<file path="src/rtl/serial_adder_pkg.sv">
// Shared types for the bit-serial add/subtract engine: FSM states and carry-in encoding.
package serial_adder_pkg;

  typedef enum logic [1:0] {
    StIdle,
    StRun,
    StDone
  } state_e;

  // Subtract is a + ~b + 1, so the carry register is seeded with the op bit.
  localparam logic CinAdd = 1'b0;
  localparam logic CinSub = 1'b1;

endpackage

</file>
<file path="src/rtl/fulladder.sv">
// Single-bit full-adder cell, the only arithmetic in the serial datapath.
module fulladder (
  input  logic a,
  input  logic b,
  input  logic cin,
  output logic sum,
  output logic cout
);

  assign sum  = a ^ b ^ cin;
  assign cout = (a & b) | (cin & (a ^ b));

endmodule

</file>
<file path="src/rtl/serial_adder_ctrl.sv">
// Bit-serial add/subtract: one full-adder cell is reused for WIDTH cycles, LSB first,
// between a valid/ready operand handshake and a valid/ready result handshake.
module serial_adder_ctrl
  import serial_adder_pkg::*;
#(
  parameter int unsigned WIDTH = 16
) (
  input  logic             clk,
  input  logic             rst,
  input  logic             in_valid,
  output logic             in_ready,
  input  logic             op_sub,
  input  logic [WIDTH-1:0] a,
  input  logic [WIDTH-1:0] b,
  output logic             out_valid,
  input  logic             out_ready,
  output logic [WIDTH-1:0] sum,
  output logic             cout,
  output logic             ovf
);

  localparam int unsigned     CntW    = $clog2(WIDTH);
  localparam logic [CntW-1:0] CntLast = CntW'(WIDTH - 1);

  state_e           state_q;
  logic [WIDTH-1:0] a_q, b_q, psum_q, sum_q;
  logic [CntW-1:0]  cnt_q;
  logic             carry_q, cout_q, ovf_q, in_ready_q, out_valid_q;
  logic             fa_sum, fa_cout;
  logic [WIDTH-1:0] psum_next;

  fulladder u_fa (
    .a    (a_q[0]),
    .b    (b_q[0]),
    .cin  (carry_q),
    .sum  (fa_sum),
    .cout (fa_cout)
  );

  assign psum_next = {fa_sum, psum_q[WIDTH-1:1]};

  always_ff @(posedge clk) begin
    if (rst) begin
      state_q     <= StIdle;
      a_q         <= '0;
      b_q         <= '0;
      psum_q      <= '0;
      sum_q       <= '0;
      cnt_q       <= '0;
      carry_q     <= 1'b0;
      cout_q      <= 1'b0;
      ovf_q       <= 1'b0;
      in_ready_q  <= 1'b1;
      out_valid_q <= 1'b0;
    end else begin
      unique case (state_q)
        StIdle: begin
          if (in_valid) begin
            a_q        <= a;
            b_q        <= op_sub ? ~b : b;
            carry_q    <= op_sub ? CinSub : CinAdd;
            cnt_q      <= '0;
            in_ready_q <= 1'b0;
            state_q    <= StRun;
          end
        end
        StRun: begin
          a_q     <= a_q >> 1;
          b_q     <= b_q >> 1;
          psum_q  <= psum_next;
          carry_q <= fa_cout;
          if (cnt_q == CntLast) begin
            // carry_q is the carry into the MSB during the final bit
            sum_q       <= psum_next;
            cout_q      <= fa_cout;
            ovf_q       <= carry_q ^ fa_cout;
            cnt_q       <= '0;
            out_valid_q <= 1'b1;
            state_q     <= StDone;
          end else begin
            cnt_q <= cnt_q + 1'b1;
          end
        end
        StDone: begin
          if (out_ready) begin
            out_valid_q <= 1'b0;
            in_ready_q  <= 1'b1;
            state_q     <= StIdle;
          end
        end
        default: begin
          out_valid_q <= 1'b0;
          in_ready_q  <= 1'b1;
          state_q     <= StIdle;
        end
      endcase
    end
  end

  assign in_ready  = in_ready_q;
  assign out_valid = out_valid_q;
  assign sum       = sum_q;
  assign cout      = cout_q;
  assign ovf       = ovf_q;

endmodule

</file>
<file path="config.mk">
export PLATFORM = sky130hd
export DESIGN_NAME = serial_adder_ctrl
export DESIGN_NICKNAME = d
export VERILOG_FILES = /design/src/rtl/serial_adder_pkg.sv /design/src/rtl/fulladder.sv /design/src/rtl/serial_adder_ctrl.sv
export SDC_FILE = /design/constraint.sdc
export NUM_CORES = 1
export LEC_CHECK = 0
export BUFFER_PORTS_ARGS = -buffer_cell sky130_fd_sc_hd__buf_2
export CORE_MARGIN = 2
export CORE_UTILIZATION = 35
export DETAILED_ROUTE_END_ITERATION = 16
export GPL_TIMING_DRIVEN = 0
export PLACE_DENSITY = 0.56
export SKIP_CTS_REPAIR_TIMING = 1
export SLEW_MARGIN = 20
export SYNTH_ARGS = -nofsm -noshare
export SYNTH_HDL_FRONTEND = slang
export SYNTH_SLANG_ARGS = --single-unit
</file>
<file path="constraint.sdc">
create_clock -name clk -period 2.4 [get_ports clk]
set_input_delay 0.12 -clock clk [delete_from_list [all_inputs] [get_ports clk]]
set_output_delay 0.12 -clock clk [all_outputs]
set_load 0.02 [all_outputs]
</file>
==> results.ini, run 1 <==
[yosys]
synth_seq_area_share_pct=48.8
yosys_register_bits=74
synth-edff-count=0
synth_flop_cell=dfxtp_1
syn_area_sq_mm=0.00304
synth_cell_types=32
yosys_warnings=0
syn-instance-count=354
synth_area_per_cell_sq_um=8.58
synthesis.nets=393
synthArstFlopShare_pct=0

[die]
die_h_microns=97.1
pin_count=57
initial_utilization_pct=36.6
die_width_microns=97.1
rows=33
dieArea_sq_mm=0.00944
coreArea_sq_mm=0.00830

[grt]
grt.overflow.total=0
antenna_found_initial=0
grt_pass1_vias=2505
grtUsageTotal_pct=15.6
grt_pass1_wl_microns=12200
grt_start_max_net_pins=13

[power]
clockPowerShare_pct=42.1
p_leak_nw=1.36
intPower_w=0.00211
p_comb_share_pct=9.9
peakVddDrop_uv=288
seqPwrFrac_pct=48.0
p_switching_w=0.000629
p_sw_share_pct=23.0
pwr_density_cell_mw_per_mm2=744
power_w=0.00274

[sta]
setup_viol=0
rsz0062_at_grt=false
layout_min_cycle_time_ps=1640
tightest_slew_ps=505
drv_slew=0
fmax_mhz=609
skew_ps=6.37
hold_viol=0
finalCritPeriodShare_pct=68.4
fin_tns_setup_ps=0
holdWs_ps=36.7
slew_headroom_pct=66.3

[cells_and_area]
layout_commonest_cell=dfxtp_1
area_growth_pct=21.1
multi_input_area_sq_mm=0.00140
fill_cells=869
final_cell_area_sq_mm=0.00368
drive_gt1_share_pct=20.8
nets=458
final_cell_mix=74 x dfxtp_1, 69 x buf_2, 53 x a21oi_1
layoutNonFillerInstCount=528
num_antenna_cells=0
register_area_sq_mm=0.00148

[critical_path]
path_buf_inv=1
crit_family=simple AND/OR/NAND/NOR gates
cp_slowest_cell=clkbuf_1
r2r-end=sum[9]
path_max_fanout=10
cp.depth=5
worstPathRequired_ps=2670
start_kind=flop
r2r_slack_ps=760
r2r-start=cnt_q[0]
reg2reg_depth=5
crit_arrival_ps=1910
critical_path.cell_chain=ha_1 > and3_1 > clkbuf_1 > nand3_1 > a21oi_1
critical_path_class=reg -> reg
crit_path_end_kind=flop
max_stage_delay_ps=400
cp-startpoint=cnt_q[0]

[route]
totalWireLength_microns=7330
drtAntennaViolNets=0
first_iter_violations=156
viasPerCell=5.20
firstDrtPassIters=4
drt-wirelength-per-cell_microns=13.9
drc_errors=0
routed-via-count=2748

[flow_run]
max_cap_violations=0

[run_status]
status=completed

[placement]
hpwl_microns=5230
numPortBuffers=54
dpl_cell_area_sq_mm=0.00344
gp_congestion=0.707
dpl.cell_count=513

[clocking]
cts_root_buffer=clkbuf_8
cts.sinks=74
cts_buffers=9
path_clk_slew_ps=70
max-clock-path-buffers=2
clock_latency_ps=340
cts.htree.levels=3
cts_tree=built

[min_path]
hold_depth=3
holdPathEnd=a_q[15]
hp-start=a[15]
hp-class=in -> reg

-- metal layers --
metal	routed length, microns	track usage [%]	up-vias
li1	-	-	1400
met3	451	4.53	4
met2	3330	24.0	74
met5	0	0	-
met4	46	4.55	0
met1	3500	21.4	1270
-- Yosys cell counts, types with 2 or more instances --
master | instances | area share [%]
o21ai_0 | 35 | 5.8
buf_2 | 15 | 2.5
o2bb2ai_1 | 13 | 3.7
nand2b_1 | 2 | 0.41
or3_1 | 3 | 0.62
a31oi_1 | 2 | 0.41
clkbuf_1 | 12 | 1.5
nand2_1 | 37 | 4.6
dfxtp_1 | 74 | 49
xnor2_1 | 16 | 4.6
nor2_1 | 16 | 2.0
inv_1 | 2 | 0.25
nand3b_1 | 2 | 0.49
nand3_1 | 19 | 3.1
a22oi_1 | 18 | 4.4
buf_4 | 2 | 0.49
o22ai_1 | 18 | 3.7
buf_1 | 2 | 0.25
a21oi_1 | 53 | 8.7
-- power groups by stage --
stage | registers (W) | clock network [W] | logic, W
6_report | 0.00131 | 0.00115 | 0.000272
3_3_place_gp | 0.00134 | 0 | 0.000268
2_1_floorplan | 0.00133 | 0 | 0.000187
3_5_place_dp | 0.00134 | 0 | 0.000273
5_1_grt | 0.00132 | 0.00122 | 0.000306
4_1_cts | 0.00131 | 0.00117 | 0.000274
-- state kept, by name, indices dropped and copies added (netlist names) --
signal	cells
a_q	16
b_q	16
sum	16
psum_q	15
cnt_q	4
state_q	2
carry_q	1
cout	1
in_ready	1
out_valid	1
ovf	1
-- worst register-to-register path, cell delays in order, from the launching register on --
cell and delay [ps]:
dfxtp_1 370, ha_1 250, and3_1 230, clkbuf_1 400, nand3_1 180, a21oi_1 150
-- cell type report --
class	instances	area share, %
inverters	3	0.306
flip-flops and latches	74	40.3
repair buffers	54	7.35
plain buffers	31	3.88
clock buffers	10	3.74
multi-input cells	246	38.1
well taps	105	3.57
clock inverters	5	2.79
-- per-stage QoR --
| step | utilization [%] | setup slack [ps] |
|---|---|---|
| 2_1_floorplan | - | 1110 |
| 3_3_place_gp | 41.4 | 833 |
| 3_5_place_dp | 41.4 | 830 |
| 4_1_cts | 44.3 | 798 |
| 5_1_grt | 44.3 | 606 |
| 6_report | 44.3 | 758 |
-- kinds of logic (layout without fill, tap and decap cells) --
| kind of cell | after synthesis | in the layout | share of synthesized area [%] |
|---|---|---|---|
| AO/OA/AOI/OAI | 143 | 143 | 27.9 |
| XOR/XNOR | 17 | 17 | 4.90 |
| adder cells (fa/ha/maj) | 2 | 2 | 1.07 |
| buffers and inverters | 34 | 103 | 5.07 |
| flip-flops | 74 | 74 | 48.8 |
| AND/OR/NAND/NOR | 84 | 84 | 12.2 |
-- worst max path at each step --
stage / to / slack [ps]
3_3_place_gp: sum[13] / 830
5_1_grt: sum[9] / 610
3_5_place_dp: sum[9] / 830
2_1_floorplan: sum[14] / 1110
4_1_cts: sum[9] / 800
6_report: sum[9] / 760
(Power assumes the default switching activity.)
==> inputs of run 2 (changes only) <==
--- a/config.mk
+++ b/config.mk
@@ -5,12 +5,13 @@
 export SDC_FILE = /design/constraint.sdc
 export NUM_CORES = 1
 export LEC_CHECK = 0
+export ABC_AREA = 1
 export BUFFER_PORTS_ARGS = -buffer_cell sky130_fd_sc_hd__buf_2
 export CORE_MARGIN = 2
 export CORE_UTILIZATION = 35
 export DETAILED_ROUTE_END_ITERATION = 16
 export GPL_TIMING_DRIVEN = 0
-export PLACE_DENSITY = 0.56
+export PLACE_DENSITY = 0.57
 export SKIP_CTS_REPAIR_TIMING = 1
 export SLEW_MARGIN = 20
 export SYNTH_ARGS = -nofsm -noshare
==> constraint.sdc (replaced) <==
create_clock -name clk -period 1.3 [get_ports clk]
set_input_delay 0.065 -clock clk [delete_from_list [all_inputs] [get_ports clk]]
set_output_delay 0.065 -clock clk [all_outputs]
set_load 0.02 [all_outputs]
==> run 2 against run 1 <==
Compared with the run above: first-iteration DRC count decreased by 23%; global-route usage grew 0.59 points; largest cell class is now multi-input gates; combinational power grew to 2.7 times the previous value.
==> results.ini, run 2 <==
[route]
firstDrtPassIters=4
totalWireLength_microns=8230
drtAntennaViolNets=0
routed-via-count=3123
drc_errors=0
first_iter_violations=120
viasPerCell=4.61
drt-wirelength-per-cell_microns=12.1

[die]
pin_count=57
die_width_microns=101
rows=35
die_h_microns=101
initial_utilization_pct=35.8
dieArea_sq_mm=0.0101
coreArea_sq_mm=0.00915

[placement]
numPortBuffers=55
pre_cts_ws_ps=-138
hpwl_microns=5640
gp_congestion=0.750

[critical_path]
worstPathRequired_ps=1590
max_stage_delay_ps=370
cp_slowest_cell=dfxtp_4
critical_path.cell_chain=ha_4 > nand3_4 > nor2_4 > buf_6 > clkbuf_16 > nand2_1 > a21oi_1
start_kind=flop
crit_arrival_ps=1560
crit_path_end_kind=flop
path_max_fanout=5
critical_path_class=reg -> reg

[yosys]
synth_area_per_cell_sq_um=6.75
synth_most_common_cell=nand2_1
yosys_warnings=0
synth_area_leaders=dfxtp_1 45%, nand2_1 18%, nor2_1 9.2%, nand3_1 7.8%, inv_1 4.2%
synth-edff-count=0
synthTopCellsByCount=153 x nand2_1, 80 x nor2_1, 74 x dfxtp_1
synth_seq_area_share_pct=45.2
synth_cell_types=21
synth_top_area_share_pct=45.2
synth_flop_cell=dfxtp_1
syn_area_sq_mm=0.00327
synthArstFlopShare_pct=0
yosys.area.top_type=dfxtp_1
synthesis.nets=524
yosys_register_bits=74
syn-instance-count=485

[cells_and_area]
nets=601
fill_cells=980
drive_gt1_share_pct=22.4
layout_commonest_cell=nand2_1
num_antenna_cells=0
final_core_util_pct=45.6
final_cell_mix=147 x nand2_1, 78 x nor2_1, 68 x dfxtp_1
area_growth_pct=27.6

[power]
peakVddDrop_uv=451
pwr_density_cell_mw_per_mm2=1200
p_leak_nw=2.00

[grt]
grt.met3_usage_pct=4.85
grt_pass1_wl_microns=12900
top_usage_layer=met2
use_met1_pct=21.0
grt_start_max_net_pins=14
grt_pass1_vias=2745
grt.overflow.total=0
antenna_found_initial=0
grtUsageTotal_pct=16.2
gr-usage-met2_pct=26.6

[sta]
fmax_mhz=787
fin_ws_ps=29.5
finalCritPeriodShare_pct=97.7
rsz0062_at_grt=true
fin_tns_setup_ps=0
hold_viol=0
holdWs_ps=1.61
tightest_slew_ps=638
setup_viol=0
skew_ps=8.57
layout_min_cycle_time_ps=1270
drv_slew=0
slew_headroom_pct=57.5

[clocking]
clock_latency_ps=350
cts_tree=built
cts_buffers=9
cts_root_buffer=clkbuf_8
path_clk_slew_ps=80
cts.htree.levels=3
max-clock-path-buffers=2
cts.sinks=74

[run_status]
status=completed

[flow_run]
max_cap_violations=0

[min_path]
hp-class=in -> reg

## run 2: power breakdown
part | leakage (nW) | total, W | switching, W | internal [W]
sequential | 0.609 | 0.00248 | 0.0000844 | 0.00239
clock | 0.0966 | 0.00179 | 0.000896 | 0.000891
combinational | 1.29 | 0.000738 | 0.000432 | 0.000306
total | 2.00 | 0.00500 | 0.00141 | 0.00359
## run 2: worst max-delay path: cells and delay by family (launching register included)
| kind | cells | cell delay (ps) |
|---|---|---|
| DFF | 1 | 370 |
| adders and majority gates | 1 | 150 |
| buffers and inverters | 2 | 290 |
| AOI/OAI and AO/OA | 1 | 100 |
| and+or+nand+nor | 3 | 290 |
## run 2: area by class of cell
cell class | count | area [sq um] | share of cell area [%]
clock buffer | 10 | 128 | 3.06
tap | 111 | 139 | 3.33
timing repair buffer | 67 | 408 | 9.77
buffer | 27 | 189 | 4.52
sequential | 74 | 1500 | 35.9
clock inverter | 6 | 65.1 | 1.56
inverter | 40 | 158 | 3.77
multi-input combinational | 343 | 1590 | 38.1
## run 2: path summary, 6_finish.rpt
check	slack, ps	startpoint	cells past startpoint	end
setup / recovery	30	cnt_q[1]	7	sum[12]
setup reg to reg	30	cnt_q[1]	7	sum[12]
hold reg to reg	460	sum[4]	2	sum[4]
hold / removal	2	a[2]	5	a_q[2]
## run 2: cell families (layout without fill, tap and decap cells)
family	count (synthesis)	in the layout	share of synthesized area (%)
AOI/OAI and AO/OA	43	43	6.57
xor gates and xnor gates	10	10	2.68
adders and majority gates	2	2	0.993
and+or+nand+nor	288	288	35.4
DFF	74	74	45.2
buffers and inverters	68	150	9.09
## run 2: per-stage QoR
stage	area, sq um	total power, W	instances
5_1_grt	4180	0.00528	678
2_1_floorplan	3270	0.00296	485
3_5_place_dp	3690	0.00317	651
6_report	4180	0.00500	678
3_3_place_gp	3690	0.00316	651
4_1_cts	3880	0.00496	667
## run 2: routing by layer
layer	part of all wire, %	vias up
met5	0	-
met4	1.2	0
met3	4.8	9
met2	47	70
met1	47	1387
li1	-	1657
